$ cat src/rtl/adder_pkg.sv
// ============================================================================
// Module      : adder_pkg
// Description : Shared state encoding and sizing helpers for the serial adder.
// Revision    : 1.0 - initial release
// ============================================================================
`default_nettype none

package adder_pkg;

  typedef enum logic [1:0] {
    ST_IDLE = 2'd0,
    ST_RUN  = 2'd1,
    ST_DONE = 2'd2
  } state_t;

  function automatic int n_dig(input int width, input int digit);
    return width / digit;
  endfunction

  function automatic int cnt_w(input int width, input int digit);
    return ((width / digit) > 1) ? $clog2(width / digit) : 1;
  endfunction

endpackage

`default_nettype wire

$ cat src/rtl/digit_adder.sv
// ============================================================================
// Module      : digit_adder
// Description : Combinational DIGIT-bit ripple-carry slice, exposing carry into the top bit.
// Revision    : 1.0 - initial release
// ============================================================================
`default_nettype none

module digit_adder
  import adder_pkg::*;
#(
  parameter int DIGIT = 4
) (
  input  logic [DIGIT-1:0] x,
  input  logic [DIGIT-1:0] y,
  input  logic             ci,
  output logic [DIGIT-1:0] s,
  output logic             co,
  output logic             c_top
);

  logic [DIGIT:0] w_c;

  assign w_c[0] = ci;

  for (genvar i = 0; i < DIGIT; i++) begin : g_cell
    assign s[i]     = x[i] ^ y[i] ^ w_c[i];
    assign w_c[i+1] = (x[i] & y[i]) | (x[i] & w_c[i]) | (y[i] & w_c[i]);
  end

  assign co    = w_c[DIGIT];
  assign c_top = w_c[DIGIT-1];

endmodule

`default_nettype wire

$ cat src/rtl/serial_digit_adder.sv
// ============================================================================
// Module      : serial_digit_adder
// Description : Multi-cycle add/subtract, DIGIT bits per clock LSB first, valid/ready on both sides.
// Revision    : 1.0 - initial release
// ============================================================================
`default_nettype none

module serial_digit_adder
  import adder_pkg::*;
#(
  parameter int WIDTH = 32,
  parameter int DIGIT = 4
) (
  input  logic             clk,
  input  logic             rst_n,
  input  logic             in_valid,
  output logic             in_ready,
  input  logic [WIDTH-1:0] a,
  input  logic [WIDTH-1:0] b,
  input  logic             cin,
  input  logic             sub,
  output logic             out_valid,
  input  logic             out_ready,
  output logic [WIDTH-1:0] sum,
  output logic             carry_out,
  output logic             overflow,
  output logic             busy
);

  localparam int c_N_DIG = n_dig(WIDTH, DIGIT);
  localparam int c_CNT_W = cnt_w(WIDTH, DIGIT);

  if (WIDTH < 1 || DIGIT < 1 || DIGIT > WIDTH || (WIDTH % DIGIT) != 0) begin : g_param_check
    $error("serial_digit_adder: DIGIT must be 1..WIDTH and divide WIDTH");
  end

  state_t             r_state;
  state_t             w_state_next;
  logic               w_accept;
  logic               w_step;
  logic               w_last;

  logic [c_CNT_W-1:0] r_cnt;
  logic [WIDTH-1:0]   r_opa;
  logic [WIDTH-1:0]   r_opb;
  logic [WIDTH-1:0]   r_res;
  logic               r_carry;
  logic [WIDTH-1:0]   r_sum;
  logic               r_cout;
  logic               r_ovf;

  logic [DIGIT-1:0]   w_s;
  logic               w_co;
  logic               w_ctop;
  logic [WIDTH-1:0]   w_res_next;

  digit_adder #(.DIGIT(DIGIT)) u_slice (
    .x     (r_opa[DIGIT-1:0]),
    .y     (r_opb[DIGIT-1:0]),
    .ci    (r_carry),
    .s     (w_s),
    .co    (w_co),
    .c_top (w_ctop)
  );

  assign w_last     = (r_cnt == c_CNT_W'(c_N_DIG - 1));
  // New digit enters at the top so the LSB digit lands at bit 0 after N_DIG steps
  assign w_res_next = (r_res >> DIGIT) | (WIDTH'(w_s) << (WIDTH - DIGIT));

  always_ff @(posedge clk) begin
    if (!rst_n) begin
      r_state <= ST_IDLE;
    end else begin
      r_state <= w_state_next;
    end
  end

  always_comb begin
    w_state_next = r_state;
    w_accept     = 1'b0;
    w_step       = 1'b0;
    case (r_state)
      ST_IDLE: begin
        if (in_valid) begin
          w_accept     = 1'b1;
          w_state_next = ST_RUN;
        end
      end
      ST_RUN: begin
        w_step = 1'b1;
        if (w_last) begin
          w_state_next = ST_DONE;
        end
      end
      ST_DONE: begin
        if (out_ready) begin
          w_state_next = ST_IDLE;
        end
      end
      default: w_state_next = ST_IDLE;
    endcase
  end

  always_ff @(posedge clk) begin
    if (!rst_n) begin
      r_cnt   <= '0;
      r_opa   <= '0;
      r_opb   <= '0;
      r_res   <= '0;
      r_carry <= 1'b0;
      r_sum   <= '0;
      r_cout  <= 1'b0;
      r_ovf   <= 1'b0;
    end else if (w_accept) begin
      r_opa   <= a;
      r_opb   <= sub ? ~b : b;
      r_carry <= sub ? ~cin : cin;
      r_cnt   <= '0;
    end else if (w_step) begin
      r_opa   <= r_opa >> DIGIT;
      r_opb   <= r_opb >> DIGIT;
      r_res   <= w_res_next;
      r_carry <= w_co;
      if (w_last) begin
        r_sum  <= w_res_next;
        r_cout <= w_co;
        r_ovf  <= w_co ^ w_ctop;
      end else begin
        r_cnt  <= r_cnt + c_CNT_W'(1);
      end
    end
  end

  assign in_ready  = (r_state == ST_IDLE);
  assign out_valid = (r_state == ST_DONE);
  assign busy      = (r_state == ST_RUN) || (r_state == ST_DONE);
  assign sum       = r_sum;
  assign carry_out = r_cout;
  assign overflow  = r_ovf;

endmodule

`default_nettype wire

$ cat config.mk
export PLATFORM = sky130hd
export DESIGN_NAME = serial_digit_adder
export DESIGN_NICKNAME = d
export VERILOG_FILES = /design/src/rtl/adder_pkg.sv /design/src/rtl/digit_adder.sv /design/src/rtl/serial_digit_adder.sv
export SDC_FILE = /design/constraint.sdc
export NUM_CORES = 1
export LEC_CHECK = 0
export ABC_AREA = 0
export CAP_MARGIN = 20
export CELL_PAD_IN_SITES_DETAIL_PLACEMENT = 1
export CELL_PAD_IN_SITES_GLOBAL_PLACEMENT = 1
export CORE_ASPECT_RATIO = 1.4
export CORE_UTILIZATION = 36
export DETAILED_ROUTE_END_ITERATION = 8
export PLACE_DENSITY = 0.81
export SLEW_MARGIN = 20
export SYNTH_ARGS = -nofsm -noshare
export SYNTH_HDL_FRONTEND = slang
export SYNTH_HIERARCHICAL = 1
export SYNTH_SLANG_ARGS = --single-unit
export TNS_END_PERCENT = 1
$ cat constraint.sdc
create_clock -name clk -period 1.9 [get_ports clk]
set_input_delay 0.19 -clock clk [delete_from_list [all_inputs] [get_ports clk]]
set_output_delay 0.19 -clock clk [all_outputs]
set_load 0.01 [all_outputs]
# Yosys cells after proc, flatten, opt, wreduce, memory -nomap -nowiden
# Cells that the tools add are included.
[word_totals]
in_bits = 70
regBits = 136
[op_classes]
muxes = 15
n_bitwise = 35
n_eq_ne = 6
addsub = 1
n_reduce_logical = 8
[op_table]
columns = ["op", "n"]
rows = [
  ["$mux 32", 5],
  ["$not 32->32", 1],
  ["$or 28x32->32", 1],
  ["$and 1x1->1", 12],
  ["$xor 1x1->1", 9],
  ["$or 1x1->1", 8],
  ["$mux 1", 6],
  ["$mux 2", 3],
  ["$pmux 2 s3", 1],
  ["$reduce_and 3->1", 2],
  ["$ne 2x2->1 const B", 2],
  ["$not 1->1", 4],
  ["$reduce_and 2->1", 2],
  ["$add 3x1->3 const B", 1],
  ["$eq 3x3->1 const B", 1],
  ["$eq 2x1->1 const B", 1],
  ["$eq 2x2->1 const B", 1],
  ["$logic_not 2->1", 1],
  ["$ne 2x1->1 const B", 1],
  ["$reduce_bool 2->1", 1],
  ["$reduce_or 2->1", 1],
  ["$logic_or 1x1->1", 1],
]

# Longest topological paths before layout
# Gate-level depths: netlist of the first run.
[depth]
ltp_word = 14
depth_mapped = 11
depth_no_buf = 11

# Cells and area by module
# Netlist of the first run, hierarchy kept.
[by_module_without_submodules]
columns = ["mod", "area_per_inst_um2", "cells_per_inst", "seq_area_each_um2", "n_inst"]
rows = [
  ["serial_digit_adder", 5929.4, 625, 2642.5, 1],
  ["digit_adder", 117.6, 14, 0.0, 1],
]

# Worst setup path after synthesis of the first run
# OpenSTA, ideal clock, no wires.
[synth_timing]
path_kind = "flip-flop to flip-flop"
startpoint = "register r_opb[0]"
endpoint = "register r_sum[31], in the netlist sum[31]"
path_slack_ns = -0.192
path_buffers = 0
setup_time_ns = 0.076
required_time_ns = 1.824
stages_incl_launch_ff = 11
period_less_slack_ns = 2.092
arrival_ns = 2.017
path_cell_list = "dfxtp_1 -> inv_1 -> fa_1 -> inv_1 -> fa_1 -> fa_1 -> inv_1 -> fa_1 -> inv_1 -> nand2_1 -> a21boi_0"
[synth_between]
elab_chain_len = 11
elab_cells_between_ends = 14
cone_classes = "bitwise (14)"
[synth_lines]
columns = ["element", "line_no", "text"]
rows = [
  ["start, declared", "serial_digit_adder.sv:45", "logic [WIDTH-1:0] r_opb;"],
  ["start signal, assigned", "serial_digit_adder.sv:116", "r_opb <= sub ? ~b : b;"],
  ["start signal, assigned", "serial_digit_adder.sv:121", "r_opb <= r_opb >> DIGIT;"],
  ["$and 1x1->1", "digit_adder.sv:27", "assign w_c[i+1] = (x[i] & y[i]) | (x[i] & w_c[i]) | (y[i] & w_c[i]);"],
  ["$or 1x1->1", "digit_adder.sv:27", ""],
  ["$or 1x1->1 (*)", "digit_adder.sv:27", ""],
  ["$and 1x1->1", "digit_adder.sv:27", ""],
  ["$or 1x1->1", "digit_adder.sv:27", ""],
  ["$or 1x1->1 (*)", "digit_adder.sv:27", ""],
  ["$and 1x1->1", "digit_adder.sv:27", ""],
  ["$or 1x1->1", "digit_adder.sv:27", ""],
  ["$or 1x1->1 (*)", "digit_adder.sv:27", ""],
  ["net w_ctop", "serial_digit_adder.sv:54", "logic w_ctop;"],
  ["$xor 1x1->1 (*)", "digit_adder.sv:26", "assign s[i] = x[i] ^ y[i] ^ w_c[i];"],
  ["net w_s[3]", "serial_digit_adder.sv:52", "logic [DIGIT-1:0] w_s;"],
  ["$or 28x32->32 (*)", "serial_digit_adder.sv:68", "assign w_res_next = (r_res >> DIGIT) | (WIDTH'(w_s) << (WIDTH - DIGIT));"],
  ["end signal, assigned", "serial_digit_adder.sv:125", "r_sum <= w_res_next;"],
  ["end, declared", "serial_digit_adder.sv:48", "logic [WIDTH-1:0] r_sum;"],
]
# Mark *: on every way through the listed nets, which the timed path passes. The rest lies on a longest branch.
# A chain may end at the register's enable or synchronous reset.

# Worst setup path in the final report of the first run
[layout_timing]
startpoint = "register r_carry"
endpoint = "register r_sum[31], in the netlist sum[31]"
[layout_between]
elab_chain_len = 11
elab_cells_between_ends = 14
cone_classes = "bitwise (14)"
[layout_lines]
columns = ["element", "line_no", "text"]
rows = [
  ["start, declared", "serial_digit_adder.sv:47", "logic r_carry;"],
  ["start signal, assigned", "serial_digit_adder.sv:117", "r_carry <= sub ? ~cin : cin;"],
  ["start signal, assigned", "serial_digit_adder.sv:123", "r_carry <= w_co;"],
  ["$and 1x1->1", "digit_adder.sv:27", ""],
  ["$or 1x1->1", "digit_adder.sv:27", ""],
  ["$or 1x1->1 (*)", "digit_adder.sv:27", ""],
  ["$and 1x1->1", "digit_adder.sv:27", ""],
  ["$or 1x1->1", "digit_adder.sv:27", ""],
  ["$or 1x1->1 (*)", "digit_adder.sv:27", ""],
  ["$and 1x1->1", "digit_adder.sv:27", ""],
  ["$or 1x1->1", "digit_adder.sv:27", ""],
  ["$or 1x1->1 (*)", "digit_adder.sv:27", ""],
  ["net w_ctop", "serial_digit_adder.sv:54", ""],
  ["$xor 1x1->1 (*)", "digit_adder.sv:26", ""],
  ["net w_s[3]", "serial_digit_adder.sv:52", ""],
  ["$or 28x32->32 (*)", "serial_digit_adder.sv:68", ""],
]
# Marked as above.

==> results of run 1 <==
==> per-layer routing <==
metal | up-vias | share of wire | global-route usage
met4 | 0 | 0.018 | 0.0682
li1 | 2301 | - | -
met2 | 84 | 0.56 | 0.341
met1 | 2218 | 0.39 | 0.185
met3 | 16 | 0.028 | 0.0323
met5 | - | 0 | 0
==> cells by family (layout without fill, tap and decap cells) <==
group                      after synthesis  after routing
buffers and inverters                   64            165
DFF                                    132            132
adders and majority gates                9              9
xor gates and xnor gates                35             35
and+or+nand+nor                        238            238
muxes                                   87             87
AOI/OAI and AO/OA                       74             74
==> synthesized netlist by cell type <==
master,instances,area [um^2]
buf_6,4,45.0
inv_1,13,48.8
clkbuf_2,1,5.00
nor2_1,3,11.3
o311ai_1,1,8.76
nand2_1,164,616
buf_2,15,75.1
dfxtp_1,132,2640
nand2_4,1,11.3
buf_8,3,45.0
o211a_1,29,290
ha_1,5,62.6
nand3b_1,8,60.1
buf_4,11,82.6
mux2i_1,87,871
clkbuf_1,16,60.1
xnor2_1,31,272
fa_1,4,80.1
a21boi_1,28,210
a21boi_0,13,97.6
o311a_1,1,10.0
buf_1,1,3.75
nor2b_1,31,194
and2_1,2,12.5
and3_1,29,181
xor2_1,4,35.0
o41ai_1,1,8.76
o31ai_1,1,7.51
==> final cells by class <==
type | count | share of cell area
multi-input cells | 443 | 0.392
flip-flops and latches | 132 | 0.336
repair buffers | 120 | 0.160
clock buffers | 20 | 0.0580
well taps | 199 | 0.0316
clock inverters | 12 | 0.0167
inverters | 13 | 0.00619
==> flip-flops by register name, summed over array words and instances (netlist names) <==
signal,count
overflow,1
r_cnt,3
carry_out,1
r_opb,32
r_carry,1
r_opa,32
r_state,2
sum,32
r_res,28
==> what timing repair did <==
action	CTS	global route
buffers inserted	1	0
gates resized for setup	15	3
gates cloned	0	0
pin swaps	4	4
endpoints found under the hold margin	0	0
setup endpoints to repair	7	7
==> power by group through the flow <==
stage | Combinational (mW) | Sequential, mW | Clock, mW
after CTS | 2.06 | 3.25 | 3.30
after global routing | 2.26 | 3.28 | 3.39
final | 2.04 | 3.25 | 3.22
after detailed placement | 2.01 | 3.30 | 0
after global placement | 1.92 | 3.29 | 0
after floorplan | 1.57 | 3.23 | 0
==> metrics by stage <==
step	area (um^2)	util	setup slack [ns]	hold WS, ns
2_1_floorplan	6050	-	-0.164	0.335
3_3_place_gp	7250	0.444	-0.212	0.442
3_5_place_dp	7250	0.444	-0.323	0.449
4_1_cts	7860	0.482	-0.287	0.243
5_1_grt	7880	0.483	-0.280	0.264
6_report	7880	0.483	-0.200	0.259
==> worst register-to-register path: stages (launching register included) <==
cell and delay, ns:
dfxtp_2 0.32, inv_2 0.06, fa_2 0.20, inv_2 0.04
fa_2 0.33, fa_2 0.36, inv_2 0.06, fa_2 0.43
inv_2 0.06, nand2_1 0.04, a21boi_1 0.13
==> worst paths after layout <==
| path | from | to | slack, ns | depth (start not counted) |
|---|---|---|---|---|
| worst min register to register | sum[11] | sum[11] | 0.45 | 2 |
| worst max-delay path | r_carry | sum[31] | -0.20 | 10 |
| worst min-delay path | rst_n | r_opa[23] | 0.26 | 2 |
| worst max register to register | r_carry | sum[31] | -0.20 | 10 |
==> impl_metrics.csv, run 1 <==
group,metric,value,unit
clocking,clockRootBuffer,"clkbuf_16",
sta,rsz0062_at_grt,"true",
synth,syn-mean-instance-area,9.46,um^2
die,die_area,17300,um^2
critical_path,crit_slowest_cell,"fa_2",
synth,seq_area_frac_synth,0.437,
critical_path,crit_type,"register to register",
synth,synth-xor-area-share,0.0507,
sta,report.final.slew_viol_count,0,
sta,worst_pin_slew,0.544,ns
detailed_routing,drtPass1Iterations,6,
clocking,cts_max_level,4,
final_layout,layout_common_cells,"163 x nand2_1, 129 x dfxtp_1, 103 x clkdlybuf4s50_1",
synth,syn_nets,718,
synth,ys_seq_elements,132,
detailed_routing,drt-initial-drc-count,134,
grt,grt_usage,0.176,
final_layout,final_common_cell,"nand2_1",
final_layout,fin_cells,939,
run,max_cap_viol_count,0,
pwr,leakagePower,3.31,nW
die,ios,107,
final_layout,multiInputGateArea,3080,um^2
critical_path,crit_buf_inv,4,
final_layout,nNetsFinal,806,
die,die_x,112,um
detailed_routing,ant_nets,0,
place,gp_congestion,0.784,
grt,first_global_vias,4980,
sta,fin_ws,-0.200,ns
final_layout,drive_gt1_frac,0.0892,
sta,final-hold-violation-count,0,
sta,fmax,0.476,GHz
pwr,seq_power_share,0.382,
final_layout,area_growth,30.3,%
clocking,clock_sinks,132,
detailed_routing,via_count,4619,
place,placed_cells,906,
pwr,pwr-share-comb,0.240,
pwr,p_int,6.10,mW
detailed_routing,routed_via_density,4.92,
clocking,cts_buffer_depth,2,
detailed_routing,wirelength,14500,um
grt,grt_pass1_wl,24100,um
synth,synthCells,639,
synth,synth-adder-area-share,0.0236,
critical_path,crit_chain,"inv_2 -> fa_2 -> inv_2 -> fa_2 -> fa_2 -> inv_2 -> fa_2 -> inv_2 -> nand2_1 -> a21boi_1",
critical_path,start_kind,"register",
synth,synth-simple-area-share,0.180,
pwr,p_per_area,1080,nW/um^2
place,place_hpwl,10100,um
detailed_routing,route.detailed.drc,8,
die,die_y,155,um
critical_path,cp_max_fo,2,
critical_path,worstPathArrival,2.43,ns
place,place.port_buffers,106,
grt,grt_max_degree,95,
sta,fin_crit_sh,1.11,
hold_path,min_path_type,"input port to register",
final_layout,num_antenna_cells,0,
critical_path,required,2.23,ns
status,violations,"design-rule violations, negative setup slack",
pwr,total_power,8.51,mW
die,rows,55,
synth,synthMuxAreaShare,0.144,
clocking,cts_tree,"done",
status,status,"finished, violations left",
pwr,swShare,0.284,
sta,slew_headroom,0.637,
clocking,hold_buffers,0,
die,start_util,0.371,
synth,netlist_area,6050,um^2
critical_path,max_stage_delay,0.43,ns
sta,finalClockSkew,0.00812,ns
synth,synth_top_family_by_area,"simple AND/OR/NAND/NOR gates",
grt,gr-total-overflow,0,
critical_path,path_delay_family,"adder cells",
synth,synth_cell_types,28,
sta,setup_viol,5,
pwr,ir_drop,0.635,mV
pwr,p_sw,2.41,mW
sta,post-route-min-period,2.10,ns
synth,ys_warn_count,6,
clocking,clk_latency,0.40,ns
sta,fin_setup_tns,-0.871,ns
detailed_routing,wl_per_cell,15.5,um
grt,antenna_found_initial,0,
final_layout,nFillCells,1839,
clocking,clkTransAtPathRegs,0.06,ns
die,core,16300,um^2
pwr,clockPowerShare,0.378,
final_layout,regArea,2650,um^2
synth,synth_compound_area_frac,0.105,
clocking,tritoncts.num_buffers,17,
critical_path,end_kind,"register",
No activity file was read; power rests on OpenSTA's default activity.
==> run 2: changes to the inputs <==
--- a/config.mk
+++ b/config.mk
@@ -13,6 +13,7 @@
 export CORE_UTILIZATION = 36
 export DETAILED_ROUTE_END_ITERATION = 8
 export PLACE_DENSITY = 0.81
+export SKIP_CTS_REPAIR_TIMING = 1
 export SLEW_MARGIN = 20
 export SYNTH_ARGS = -nofsm -noshare
 export SYNTH_HDL_FRONTEND = slang
==> constraint.sdc (replaced) <==
create_clock -name clk -period 1.8 [get_ports clk]
set_input_delay 0.18 -clock clk [delete_from_list [all_inputs] [get_ports clk]]
set_output_delay 0.18 -clock clk [all_outputs]
set_load 0.01 [all_outputs]
==> impl_metrics.csv, run 2 (synthesis results as in run 1) <==
group,metric,value,unit
pwr,pwr-share-comb,0.226,
clocking,clock_sinks,132,
die,die_y,155,um
pwr,clockPowerShare,0.416,
sta,fin_ws,-0.416,ns
critical_path,start_kind,"register",
critical_path,end_kind,"register",
die,start_util,0.371,
grt,grt_usage,0.176,
critical_path,critical_path.most_common_cell,"fa_2",
sta,fin_setup_tns,-1.89,ns
critical_path,path_delay_family,"adder cells",
die,die_x,112,um
final_layout,nNetsFinal,806,
place,place.port_buffers,106,
final_layout,layout_common_cells,"162 x nand2_1, 130 x dfxtp_1, 102 x clkdlybuf4s50_1",
final_layout,nFillCells,1829,
sta,post-route-min-period,2.22,ns
clocking,cts_buffer_depth,2,
place,gp_congestion,0.775,
detailed_routing,ant_nets,0,
clocking,clkTransAtPathRegs,0.06,ns
sta,setup_viol,5,
sta,worst_pin_slew,0.494,ns
pwr,p_per_area,1200,nW/um^2
detailed_routing,wirelength,14500,um
pwr,swShare,0.266,
sta,fin_crit_sh,1.23,
sta,finalClockSkew,0.0113,ns
critical_path,crit_type,"register to register",
grt,grt_max_degree,57,
pwr,p_int,7.05,mW
clocking,cts_max_level,4,
pwr,p_sw,2.55,mW
critical_path,crit_slowest_cell,"fa_2",
die,rows,55,
status,violations,"design-rule violations, negative setup slack",
critical_path,max_stage_delay,0.43,ns
clocking,tritoncts.num_buffers,17,
grt,grt_pass1_wl,23800,um
clocking,cts_tree,"done",
die,die_area,17300,um^2
clocking,clk_latency,0.42,ns
final_layout,regArea,2650,um^2
status,status,"finished, violations left",
detailed_routing,wl_per_cell,15.4,um
die,ios,107,
detailed_routing,wl_met3,366,um
pwr,leakagePower,3.36,nW
clocking,clockRootBuffer,"clkbuf_16",
run,max_cap_viol_count,0,
pwr,seq_power_share,0.358,
place,place_hpwl,10300,um
critical_path,required,2.15,ns
sta,fmax,0.451,GHz
detailed_routing,wl_met1,5600,um
hold_path,min_path_type,"input port to register",
detailed_routing,routed.top_layer,"met4",
sta,report.final.slew_viol_count,0,
pwr,total_power,9.60,mW
detailed_routing,drtPass1Iterations,8,
grt,first_global_vias,5012,
sta,final-hold-violation-count,0,
critical_path,crit_chain,"inv_1 -> fa_2 -> inv_2 -> fa_2 -> fa_2 -> inv_2 -> fa_2 -> inv_2 -> nand2_2 -> a21boi_2",
detailed_routing,via_count,4641,
sta,rsz0062_at_grt,"true",
critical_path,worstPathArrival,2.57,ns
final_layout,drive_gt1_frac,0.0919,
detailed_routing,wl_met2,8260,um
final_layout,area_growth,32.2,%
final_layout,num_antenna_cells,0,
detailed_routing,route.detailed.drc,8,
detailed_routing,routed_via_density,4.94,
final_layout,final_common_cell,"nand2_1",
grt,antenna_found_initial,0,
final_layout,multiInputGateArea,3080,um^2
detailed_routing,drt-initial-drc-count,179,
grt,gr-total-overflow,0,
critical_path,crit_buf_inv,4,
sta,slew_headroom,0.670,
critical_path,cp_max_fo,2,
pwr,ir_drop,0.544,mV
die,core,16300,um^2
## run 2: changes by cell type in the layout (fill, tap and decap cells not counted), moves of 2 or more
cell       previous run  this run
inv_6                 0         2
clkinv_2              4         2
bufinv_16             2         6
clkinv_4              5         0
## run 2: metal layers
layer	vias to the layer above	track usage
li1	2312	-
met1	2230	0.172
met2	79	0.359
met3	20	0.0358
met4	0	0.0598
met5	-	0
## run 2: worst paths after layout
kind	from	to	slack, ns	depth (start not counted)
worst min-delay path	rst_n	r_state[1]	0.24	2
worst max register to register	r_opa[0]	sum[31]	-0.42	10
worst max-delay path	r_opa[0]	sum[31]	-0.42	10
worst min register to register	sum[9]	sum[9]	0.45	2
## run 2: worst reg2reg max path: cells and delay by family, from the launching register on
kind	cells	cell delay, ns
simple gates	1	0.05
flops	1	0.31
compound gates	1	0.13
fa+ha+maj	4	1.40
buf+inv	4	0.27
## run 2: power groups by stage
stage / Combinational (mW) / Sequential, mW / Clock [mW]
CTS: 2.19 / 3.43 / 4.07
detailed placement: 2.16 / 3.49 / 0
global placement: 2.06 / 3.47 / 0
global route: 2.40 / 3.47 / 4.19
finish: 2.17 / 3.44 / 4.00
floorplan: 1.65 / 3.41 / 0
## run 2: cell type report
type	instances	area share
clock buffer	20	0.0584
inverter	13	0.00611
multi-input combinational	443	0.386
clock inverter	12	0.0279
timing repair buffer	120	0.160
sequential	132	0.331
tap	199	0.0312
## run 2: metrics by stage
stage,cell area [um^2],instances,util,hold slack [ns],setup slack [ns]
floorplan,6050,639,-,0.325,-0.264
finish,7990,939,0.490,0.238,-0.416
global placement,7270,907,0.446,0.441,-0.326
detailed placement,7270,907,0.446,0.447,-0.445
CTS,7960,939,0.488,0.226,-0.479
global route,7990,939,0.490,0.244,-0.502
